<file path="src/rtl/ba201_mem_arbiter_pkg.sv">
// Shared constants for the ba201 memory arbiter: FSM encodings, memory access types,
// requester identifiers and the watchdog timer sizing helper.
package ba201_mem_arbiter_pkg;

    localparam int ARB_ST_WIDTH = 2;

    localparam logic [ARB_ST_WIDTH-1:0] ARB_ST_IDLE  = 2'd0;
    localparam logic [ARB_ST_WIDTH-1:0] ARB_ST_ISSUE = 2'd1;
    localparam logic [ARB_ST_WIDTH-1:0] ARB_ST_WAIT  = 2'd2;
    localparam logic [ARB_ST_WIDTH-1:0] ARB_ST_DRAIN = 2'd3;

    localparam logic MEM_TYPE_RD = 1'b0;
    localparam logic MEM_TYPE_WR = 1'b1;

    localparam int MEM_MSK_WIDTH = 4;

    typedef enum logic {
        REQ_I = 1'b0,
        REQ_D = 1'b1
    } req_src_e;

    // The timer only ever needs to reach TIMEOUT-1, so clog2(TIMEOUT) bits suffice.
    function automatic int timer_width(input int timeout);
        return (timeout > 1) ? $clog2(timeout) : 1;
    endfunction

endpackage

</file>
<file path="src/rtl/ba201_arb_rr2.sv">
// Two-way round-robin pick: a lone valid requester wins; on a conflict the
// requester that did not win last time is granted. Purely combinational.
module ba201_arb_rr2 (
    input  logic i_valid,
    input  logic d_valid,
    input  logic last_grant,
    output logic i_grant,
    output logic d_grant
);

    logic [1:0] valid;
    logic [1:0] grant;

    assign valid = {d_valid, i_valid};

    generate
        for (genvar gi = 0; gi < 2; gi++) begin : g_pick
            assign grant[gi] = valid[gi] & (~valid[1-gi] | (last_grant != 1'(gi)));
        end
    endgenerate

    assign i_grant = grant[0];
    assign d_grant = grant[1];

endmodule

</file>
<file path="src/rtl/ba201_mem_arbiter.sv">
// Shares one memory port between instruction fetch and data access, one transaction
// in flight, with a response watchdog. Optional counters under `ARB_PERF_CNT_EN`.
module ba201_mem_arbiter
    import ba201_mem_arbiter_pkg::*;
#(
    parameter int ADDR_WIDTH = 32,
    parameter int DATA_WIDTH = 32,
    parameter int MSK_WIDTH  = MEM_MSK_WIDTH,
    parameter int TIMEOUT    = 255
) (
    input  logic                  clk,
    input  logic                  rst,

    input  logic                  io_i_req_valid,
    output logic                  io_i_req_ready,
    input  logic [ADDR_WIDTH-1:0] io_i_addr,
    output logic                  io_i_resp_valid,
    output logic [DATA_WIDTH-1:0] io_i_rdata,

    input  logic                  io_d_req_valid,
    output logic                  io_d_req_ready,
    input  logic [ADDR_WIDTH-1:0] io_d_addr,
    input  logic                  io_d_type,
    input  logic [DATA_WIDTH-1:0] io_d_wdata,
    input  logic [MSK_WIDTH-1:0]  io_d_wmask,
    output logic                  io_d_resp_valid,
    output logic [DATA_WIDTH-1:0] io_d_rdata,

    output logic                  io_resp_err,

    output logic                  io_mem_req_valid,
    input  logic                  io_mem_req_ready,
    output logic [ADDR_WIDTH-1:0] io_mem_addr,
    output logic                  io_mem_type,
    output logic [DATA_WIDTH-1:0] io_mem_wdata,
    output logic [MSK_WIDTH-1:0]  io_mem_wmask,
    input  logic                  io_mem_resp_valid,
    input  logic [DATA_WIDTH-1:0] io_mem_rdata
`ifdef ARB_PERF_CNT_EN
    ,
    output logic [31:0]           io_perf_i_grants,
    output logic [31:0]           io_perf_d_grants,
    output logic [31:0]           io_perf_conflicts
`endif
);

    localparam int TW = timer_width(TIMEOUT);
    localparam logic [TW-1:0] TIMER_LAST = TW'(TIMEOUT - 1);

    logic [ARB_ST_WIDTH-1:0] state_reg, state_next;
    req_src_e                last_grant_reg;

    logic [ADDR_WIDTH-1:0]   addr_reg;
    logic                    type_reg;
    logic [DATA_WIDTH-1:0]   wdata_reg;
    logic [MSK_WIDTH-1:0]    wmask_reg;

    logic [TW-1:0]           timer_reg;

    logic                    i_resp_reg, d_resp_reg, err_reg;
    logic [DATA_WIDTH-1:0]   i_rdata_reg, d_rdata_reg;

    logic                    i_grant, d_grant;
    logic                    grant_any;
    logic                    timeout_hit;

    ba201_arb_rr2 u_rr2 (
        .i_valid    (io_i_req_valid),
        .d_valid    (io_d_req_valid),
        .last_grant (last_grant_reg),
        .i_grant    (i_grant),
        .d_grant    (d_grant)
    );

    // Ready is combinational so a grant lands in the same cycle the request appears;
    // it is held low while reset is asserted.
    assign io_i_req_ready = (state_reg == ARB_ST_IDLE) & i_grant & ~rst;
    assign io_d_req_ready = (state_reg == ARB_ST_IDLE) & d_grant & ~rst;
    assign grant_any      = io_i_req_ready | io_d_req_ready;

    assign timeout_hit = (TIMEOUT != 0) && (timer_reg == TIMER_LAST);

    always_comb begin
        state_next = state_reg;
        case (state_reg)
            ARB_ST_IDLE:  if (grant_any)          state_next = ARB_ST_ISSUE;
            ARB_ST_ISSUE: if (io_mem_req_ready)   state_next = ARB_ST_WAIT;
            ARB_ST_WAIT: begin
                if (io_mem_resp_valid)            state_next = ARB_ST_IDLE;
                else if (timeout_hit)             state_next = ARB_ST_DRAIN;
            end
            ARB_ST_DRAIN: if (io_mem_resp_valid)  state_next = ARB_ST_IDLE;
            default:                              state_next = ARB_ST_IDLE;
        endcase
    end

    always_ff @(posedge clk or posedge rst) begin
        if (rst) begin
            state_reg <= ARB_ST_IDLE;
        end else begin
            state_reg <= state_next;
        end
    end

    // Fetches are always reads with no write payload.
    always_ff @(posedge clk or posedge rst) begin
        if (rst) begin
            last_grant_reg <= REQ_I;
            addr_reg       <= '0;
            type_reg       <= MEM_TYPE_RD;
            wdata_reg      <= '0;
            wmask_reg      <= '0;
        end else if (io_d_req_ready) begin
            last_grant_reg <= REQ_D;
            addr_reg       <= io_d_addr;
            type_reg       <= io_d_type;
            wdata_reg      <= io_d_wdata;
            wmask_reg      <= io_d_wmask;
        end else if (io_i_req_ready) begin
            last_grant_reg <= REQ_I;
            addr_reg       <= io_i_addr;
            type_reg       <= MEM_TYPE_RD;
            wdata_reg      <= '0;
            wmask_reg      <= '0;
        end
    end

    always_ff @(posedge clk or posedge rst) begin
        if (rst) begin
            timer_reg <= '0;
        end else if (state_reg == ARB_ST_ISSUE) begin
            timer_reg <= '0;
        end else if ((state_reg == ARB_ST_WAIT) && (TIMEOUT != 0)) begin
            timer_reg <= timer_reg + TW'(1);
        end
    end

    always_ff @(posedge clk or posedge rst) begin
        if (rst) begin
            i_resp_reg  <= 1'b0;
            d_resp_reg  <= 1'b0;
            err_reg     <= 1'b0;
            i_rdata_reg <= '0;
            d_rdata_reg <= '0;
        end else begin
            i_resp_reg <= 1'b0;
            d_resp_reg <= 1'b0;
            err_reg    <= 1'b0;
            if (state_reg == ARB_ST_WAIT) begin
                if (io_mem_resp_valid) begin
                    if (last_grant_reg == REQ_D) begin
                        d_resp_reg  <= 1'b1;
                        d_rdata_reg <= (type_reg == MEM_TYPE_WR) ? '0 : io_mem_rdata;
                    end else begin
                        i_resp_reg  <= 1'b1;
                        i_rdata_reg <= io_mem_rdata;
                    end
                end else if (timeout_hit) begin
                    err_reg <= 1'b1;
                    if (last_grant_reg == REQ_D) begin
                        d_resp_reg  <= 1'b1;
                        d_rdata_reg <= '0;
                    end else begin
                        i_resp_reg  <= 1'b1;
                        i_rdata_reg <= '0;
                    end
                end
            end
        end
    end

    assign io_mem_req_valid = (state_reg == ARB_ST_ISSUE);
    assign io_mem_addr      = addr_reg;
    assign io_mem_type      = type_reg;
    assign io_mem_wdata     = wdata_reg;
    assign io_mem_wmask     = wmask_reg;

    assign io_i_resp_valid  = i_resp_reg;
    assign io_i_rdata       = i_rdata_reg;
    assign io_d_resp_valid  = d_resp_reg;
    assign io_d_rdata       = d_rdata_reg;
    assign io_resp_err      = err_reg;

`ifdef ARB_PERF_CNT_EN
    logic [31:0] perf_i_reg, perf_d_reg, perf_conf_reg;

    always_ff @(posedge clk or posedge rst) begin
        if (rst) begin
            perf_i_reg    <= '0;
            perf_d_reg    <= '0;
            perf_conf_reg <= '0;
        end else begin
            if (io_i_req_ready) perf_i_reg <= perf_i_reg + 32'd1;
            if (io_d_req_ready) perf_d_reg <= perf_d_reg + 32'd1;
            if ((state_reg == ARB_ST_IDLE) && io_i_req_valid && io_d_req_valid)
                perf_conf_reg <= perf_conf_reg + 32'd1;
        end
    end

    assign io_perf_i_grants  = perf_i_reg;
    assign io_perf_d_grants  = perf_d_reg;
    assign io_perf_conflicts = perf_conf_reg;
`endif

endmodule

</file>
<file path="config.mk">
export PLATFORM = sky130hd
export DESIGN_NAME = ba201_mem_arbiter
export DESIGN_NICKNAME = d
export VERILOG_FILES = /design/src/rtl/ba201_mem_arbiter_pkg.sv /design/src/rtl/ba201_arb_rr2.sv /design/src/rtl/ba201_mem_arbiter.sv
export SDC_FILE = /design/constraint.sdc
export NUM_CORES = 1
export LEC_CHECK = 0
export BUFFER_PORTS_ARGS = -buffer_cell sky130_fd_sc_hd__buf_2
export CAP_MARGIN = 10
export CORE_ASPECT_RATIO = 0.6
export CORE_UTILIZATION = 25
export CTS_CLUSTER_SIZE = 10
export DETAILED_ROUTE_END_ITERATION = 10
export GPL_TIMING_DRIVEN = 0
export MAX_ROUTING_LAYER = met4
export PLACE_DENSITY = 0.55
export SKIP_CTS_REPAIR_TIMING = 1
export SLEW_MARGIN = 20
export SYNTH_ARGS = -nofsm -noshare
export SYNTH_HDL_FRONTEND = slang
export SYNTH_SLANG_ARGS = --single-unit
export TNS_END_PERCENT = 1
</file>
<file path="constraint.sdc">
create_clock -name clk -period 9.2 [get_ports clk]
set_clock_uncertainty 0.2 [all_clocks]
set_input_delay 1.38 -clock clk [delete_from_list [all_inputs] [get_ports clk]]
set_output_delay 1.38 -clock clk [all_outputs]
set_load 0.01 [all_outputs]
</file>
* Yosys cells after proc, flatten, opt, wreduce, memory -nomap -nowiden *
Index checks and enable logic that the tools add are counted.

operators by class
  $add $sub $neg = 1
  equal/unequal tests = 8
  multiplexer cells = 37
  bitwise gates (word level) = 13
  reduce and logical (&&, ||, !) cells = 7

operators by type and width
  kind                                                                    count
  32-bit 2-to-1 mux                                                       13
  8-bit 2-to-1 mux                                                        2
  1-bit 2-to-1 mux                                                        14
  2-bit 2-to-1 mux                                                        5
  8-bit by 1-bit adder with 8-bit output (second input constant)          1
  8-bit equality test (second input constant)                             1
  4-bit 2-to-1 mux                                                        2
  2-bit one-hot mux with 4 select lines                                   1
  1-bit bitwise AND                                                       6
  3-bit AND reduction                                                     2
  2-bit nonzero test                                                      3
  2-bit equality test (second input constant)                             2
  2-bit != test (second input constant)                                   2
  1-bit inverter                                                          4
  4-bit AND reduction                                                     1
  3-bit != test (second input constant)                                   1
  1-bit bitwise OR                                                        3
  2-bit by 1-bit equality test with 1-bit output (second input constant)  1
  2-bit zero test                                                         1
  2-bit by 1-bit != test with 1-bit output (second input constant)        1

storage, ports and cells
  flip-flop bits (word level) = 147
  bits of input ports = 139
  output and inout bits = 139
  logic and storage cells = 78

* Logic depth before layout (Yosys ltp) *
  word-level depth = 8
  mapped depth = 8
  depth with buffers taken out = 6

* Cells and area by module *
From an unflattened synthesis, not the netlist that was laid out.

unflattened totals
  cell total of the unflattened synthesis = 451
  area total of the unflattened synthesis = 5873.1 µm²

by module, submodules not included
  module             instances  cells an instance  area each (µm²)
  ba201_mem_arbiter  1          448                5854.4
  ba201_arb_rr2      1          3                  18.8

* Worst setup path before layout *
OpenSTA, ideal clock, no wires.

  path kind = input to output
  start point = input port rst
  end point = output port io_d_req_ready
  arrival = 1.966 ns
  data required time = 7.620 ns
  path slack = 5.654 ns
  stages = 4
  path buffers = 1
  cell sequence = nor2b_2 -> nand3_2 -> inv_2 -> buf_2

on the way
  longest elaborated chain between the ends = 2

RTL lines
  item                line                     RTL
  start: declaration  ba201_mem_arbiter.sv:12  input logic rst,
  1-bit inverter      ba201_mem_arbiter.sv:78  assign io_d_req_ready = (state_reg == ARB_ST_IDLE) & d_grant & ~rst;
  1-bit bitwise AND   ba201_mem_arbiter.sv:78
  end: declaration    ba201_mem_arbiter.sv:21  output logic io_d_req_ready,

No other way between the ends.

* Final worst setup path *
Ends and elaborated chain as after synthesis.

==> results.md <==
Routing:
- The detailed-routing iteration count for the pre-antenna-repair pass is 4.
- The routed via count divided by cell count is 4.500.
- The detailed-routing wirelength on met1 is 8.857 mm.
- Summed over all nets, wire length on met2 after detailed routing comes to 7.084 mm.
- The number of vias in the routed layout is 4828.
- The detail route stage leaves a number of antenna-violating nets equal to 0.
- Signal routing reaches up to met4.
- After the first detailed-routing iteration, the DRC count stood at 134.
- In the routed design, unresolved DRC markers number 0.
- Wires add up to 17.40 mm.
- The wire length on met3 is 1.223 mm.
- Dividing the detail-routed wire length by the instance count gives 16.21 um.

Logic synthesis:
- The yosys synthesis warning count is 0.
- The instance count of the mapped netlist is 454.
- The post-synthesis instance area is 5834 um2.
- The average footprint of a synthesized cell is 12.85 um2.
- After synthesis the netlist holds a flip-flop and latch count of 147.
- After synthesis, the netlist uses 33 different library cells.
- The number of nets produced by synthesis is 600.
- The fraction of the yosys area taken by sequential cells is 63.05%.

Pwr:
- Internal power comes to 0.001866 W.
- Net switching is 34.47% of the power.
- Sequential cells account for 38.5% of the total power.
- The power per unit of standard cell area is 343.8 nW/um2.
- For this design the total switching power over the nets is 0.0009813 W.
- The share of total power dissipated in combinational logic is 35.0%.
- For this design the static power due to leakage is 4.595 nW.
- Per report_power, the clock group accounts for 26.4% of the total.
- The worst ir drop on vdd is 0.0001656 V.

Worst setup path:
- The type of origin of the critical path is a primary input.
- The required time of the worst setup path is 7.62 ns.
- The setup path with the least slack is of type in -> out.
- The arrival time of data at the critical path endpoint is 2.51 ns.
- The worst register-to-register path begins at state_reg[0].
- Along the worst path, the maximum fanout reaches 10.
- The critical path starts at rst.
- The worst setup path is captured at a primary output.

STA:
- For the final routed database, the setup TNS stands at 0 ns.
- The worst max-slew margin expressed relative to the limit is 58.59%.
- Setup violations remaining at the end of the flow were counted as 0.
- Based on the critical path, the design can be clocked at up to 244.6 MHz.
- The shortest clock period the worst path allows after layout is 4.089 ns.
- The count of final hold-check violations came to 0.
- The worst path uses 44.45% of the clock period.
- The number of pins exceeding their max-slew limit in the final report is 0.
- For the pin with the worst max-slew slack, the measured transition is 0.6178 ns.
- Setup repair after global routing left no endpoint under its margin.
- After layout, the worst setup slack is 5.111 ns.

Clock network:
- Clock latency on the worst-skew pair, taken at its later pin, is 0.42 ns.
- The number of sinks on the clock net is 147.
- The maximum number of buffers from clock root to sink is 2.
- TritonCTS built the clock tree.
- The number of buffers added by the clock tree synthesis step is 17.
- Clock tree synthesis selected as its root buffer the cell sky130_fd_sc_hd__clkbuf_16.
- The H-tree was split into 4 levels.
- The clock-pin slew on the worst setup and hold paths is 0.06 ns.

Die:
- The core region is 22440 um2.
- The boundary pin count is 278.
- The floorplan row count is 42.
- Once the floorplan was initialized, standard cells occupied 26.00% of the core.
- The height of the die is 120.3 um.
- The die is 199.2 um wide.
- The floorplan step defined a die boundary enclosing 23970 um2.

Placed design:
- The total instance count after detailed placement is 1040.
- The cell area reported after detailed placement is 7641 um2.
- At the placement stage, the worst setup path has a slack of 5.056 ns.
- The global placement routability congestion is 0.7577.
- The HPWL after detailed placement is 12.65 mm.
- The count of buffers inserted at the top-level ports is 277.

GRT:
- The number of global-route vias before repair is 4730.
- For this run, the total global-route usage over all layers was measured as 15.17%.
- The global route total overflow is 0.
- Entering global routing, the biggest net connects 84 pins.
- The number of antenna violations at the first check in global routing is 1.
- The wire length of the first global-routing pass is 26.65 mm.

Finish:
- Summing all flip-flop and latch instances after layout gives 3679 um2.
- The post-route netlist has 44.90% of its cells at a drive strength greater than 1.
- The number of filler instances in the final layout is 2258.
- Compared with the post-synthesis result, the final layout area differs by 41.93%.
- Summing all multi-input logic gate instances after layout gives 1919 um2.
- The final non-filler cell area is 8280 um2.
- The number of nets in the finished design is 897.
- The share of the core filled with cells is 36.90%.
- The count of cells in the finished layout, fillers not included, comes to 1073.

Min path:
- The critical hold path startpoint is io_mem_addr[16].
- The worst hold path belongs to the class reg -> reg.

Run status:
- The run finished with clean final reports.

Flow run:
- The max-cap violation count is 0.
[cells by family (layout without fill, tap and decap cells)]
logic type               Yosys count  count (layout)  synth area share, %
other                              0               1                    0
multiplexers                      33              33                5.662
adder cells (fa/ha/maj)            7               7                1.501
buffers and inverters             44             354                4.053
AO/OA/AOI/OAI                    155             155                20.18
AND/OR/NAND/NOR                   66              66                5.254
XOR/XNOR                           2               2               0.3003
flip-flops                       147             147                63.05
[final timing paths]
check	slack, ns	end	cells past startpoint
max	5.11	io_d_req_ready	6
min	0.27	io_mem_addr[16]	2
max reg2reg	6.84	io_mem_addr[3]	7
min reg2reg	0.27	io_mem_addr[16]	2
max in group asynchronous	7.25	io_mem_addr[26]	3
min in group asynchronous	0.78	io_resp_err	2
[synthesized netlist by cell type, drive strengths merged]
| library cell | n | share of area [%] |
|---|---|---|
| nor3 | 3 | 0.34 |
| a41oi | 1 | 0.15 |
| nand3 | 5 | 0.69 |
| nand4 | 1 | 0.11 |
| ha | 7 | 1.5 |
| dfrtp | 147 | 63 |
| and3 | 1 | 0.11 |
| o21ai | 41 | 3.6 |
| nand2 | 42 | 2.7 |
| nor3b | 1 | 0.13 |
| a22oi | 1 | 0.13 |
| nor2 | 6 | 0.39 |
| buf | 28 | 3.0 |
| a22o | 103 | 15 |
| and2 | 2 | 0.21 |
| clkbuf | 4 | 0.26 |
| a31oi | 2 | 0.21 |
| nand2b | 2 | 0.21 |
| a21oi | 5 | 0.43 |
| inv | 12 | 0.77 |
| nor2b | 3 | 0.36 |
| o22ai | 2 | 0.21 |
| mux2i | 33 | 5.7 |
| xnor2 | 2 | 0.30 |
[metal layers]
| metal | track usage [%] | up-vias |
|---|---|---|
| li1 | - | 2264 |
| met1 | 21.08 | 2345 |
| met2 | 20.51 | 201 |
| met3 | 5.160 | 18 |
| met4 | 4.663 | 0 |
| met5 | - | - |
[critical path, cell delays in order]
cell                      delay [ns]
sky130_fd_sc_hd__buf_2          0.14
sky130_fd_sc_hd__nor2b_2        0.18
sky130_fd_sc_hd__nand3_2        0.28
sky130_fd_sc_hd__inv_2          0.13
sky130_fd_sc_hd__buf_2          0.22
sky130_fd_sc_hd__buf_2          0.17
[power by group through the flow]
stage | logic (W) | clock network (W) | registers, W
finish | 0.000998 | 0.000752 | 0.00110
global route | 0.00110 | 0.000804 | 0.00113
CTS | 0.00101 | 0.000772 | 0.00109
detailed placement | 0.00102 | 0 | 0.00109
global placement | 0.00100 | 0 | 0.00110
floorplan | 0.000440 | 0 | 0.00121
[final cells by class]
cell class / instances / area share, %
Clock inverter: 11 / 2.131
Tap cell: 308 / 4.654
Inverter: 12 / 0.6346
Clock buffer: 21 / 5.561
Sequential cell: 147 / 44.42
Timing Repair Buffer: 278 / 17.07
Multi-Input combinational cell: 263 / 23.18
Antenna cell: 1 / 0.03022
Buffer: 32 / 2.312
[per-stage QoR]
step / hold WS [ns] / total power, W
final: 0.2731 / 0.002847
after global placement: 0.2589 / 0.002102
after global routing: 0.2941 / 0.003036
after detailed placement: 0.2669 / 0.002109
after CTS: 0.2797 / 0.002877
after floorplan: 0.3016 / 0.001652
[placed cells by master (no fill, tap or decap), types with 2 or more instances in the layout]
cell / count
sky130_fd_sc_hd__a21oi_1: 5
sky130_fd_sc_hd__a22o_1: 103
sky130_fd_sc_hd__a31oi_1: 2
sky130_fd_sc_hd__and2_1: 2
sky130_fd_sc_hd__buf_2: 295
sky130_fd_sc_hd__buf_4: 5
sky130_fd_sc_hd__buf_6: 4
sky130_fd_sc_hd__bufinv_16: 4
sky130_fd_sc_hd__clkbuf_1: 6
sky130_fd_sc_hd__clkbuf_16: 17
sky130_fd_sc_hd__clkbuf_8: 2
sky130_fd_sc_hd__clkinv_4: 4
sky130_fd_sc_hd__dfrtp_1: 147
sky130_fd_sc_hd__ha_1: 7
sky130_fd_sc_hd__inv_1: 10
sky130_fd_sc_hd__mux2i_1: 33
sky130_fd_sc_hd__nand2_1: 42
sky130_fd_sc_hd__nand2b_1: 2
sky130_fd_sc_hd__nand3_1: 2
sky130_fd_sc_hd__nand3_2: 3
sky130_fd_sc_hd__nor2_1: 6
sky130_fd_sc_hd__nor2b_1: 2
sky130_fd_sc_hd__nor3_1: 2
sky130_fd_sc_hd__o21ai_0: 28
sky130_fd_sc_hd__o21ai_1: 12
sky130_fd_sc_hd__o22ai_1: 2
sky130_fd_sc_hd__xnor2_1: 2
Power figures use the tool's default switching activity.
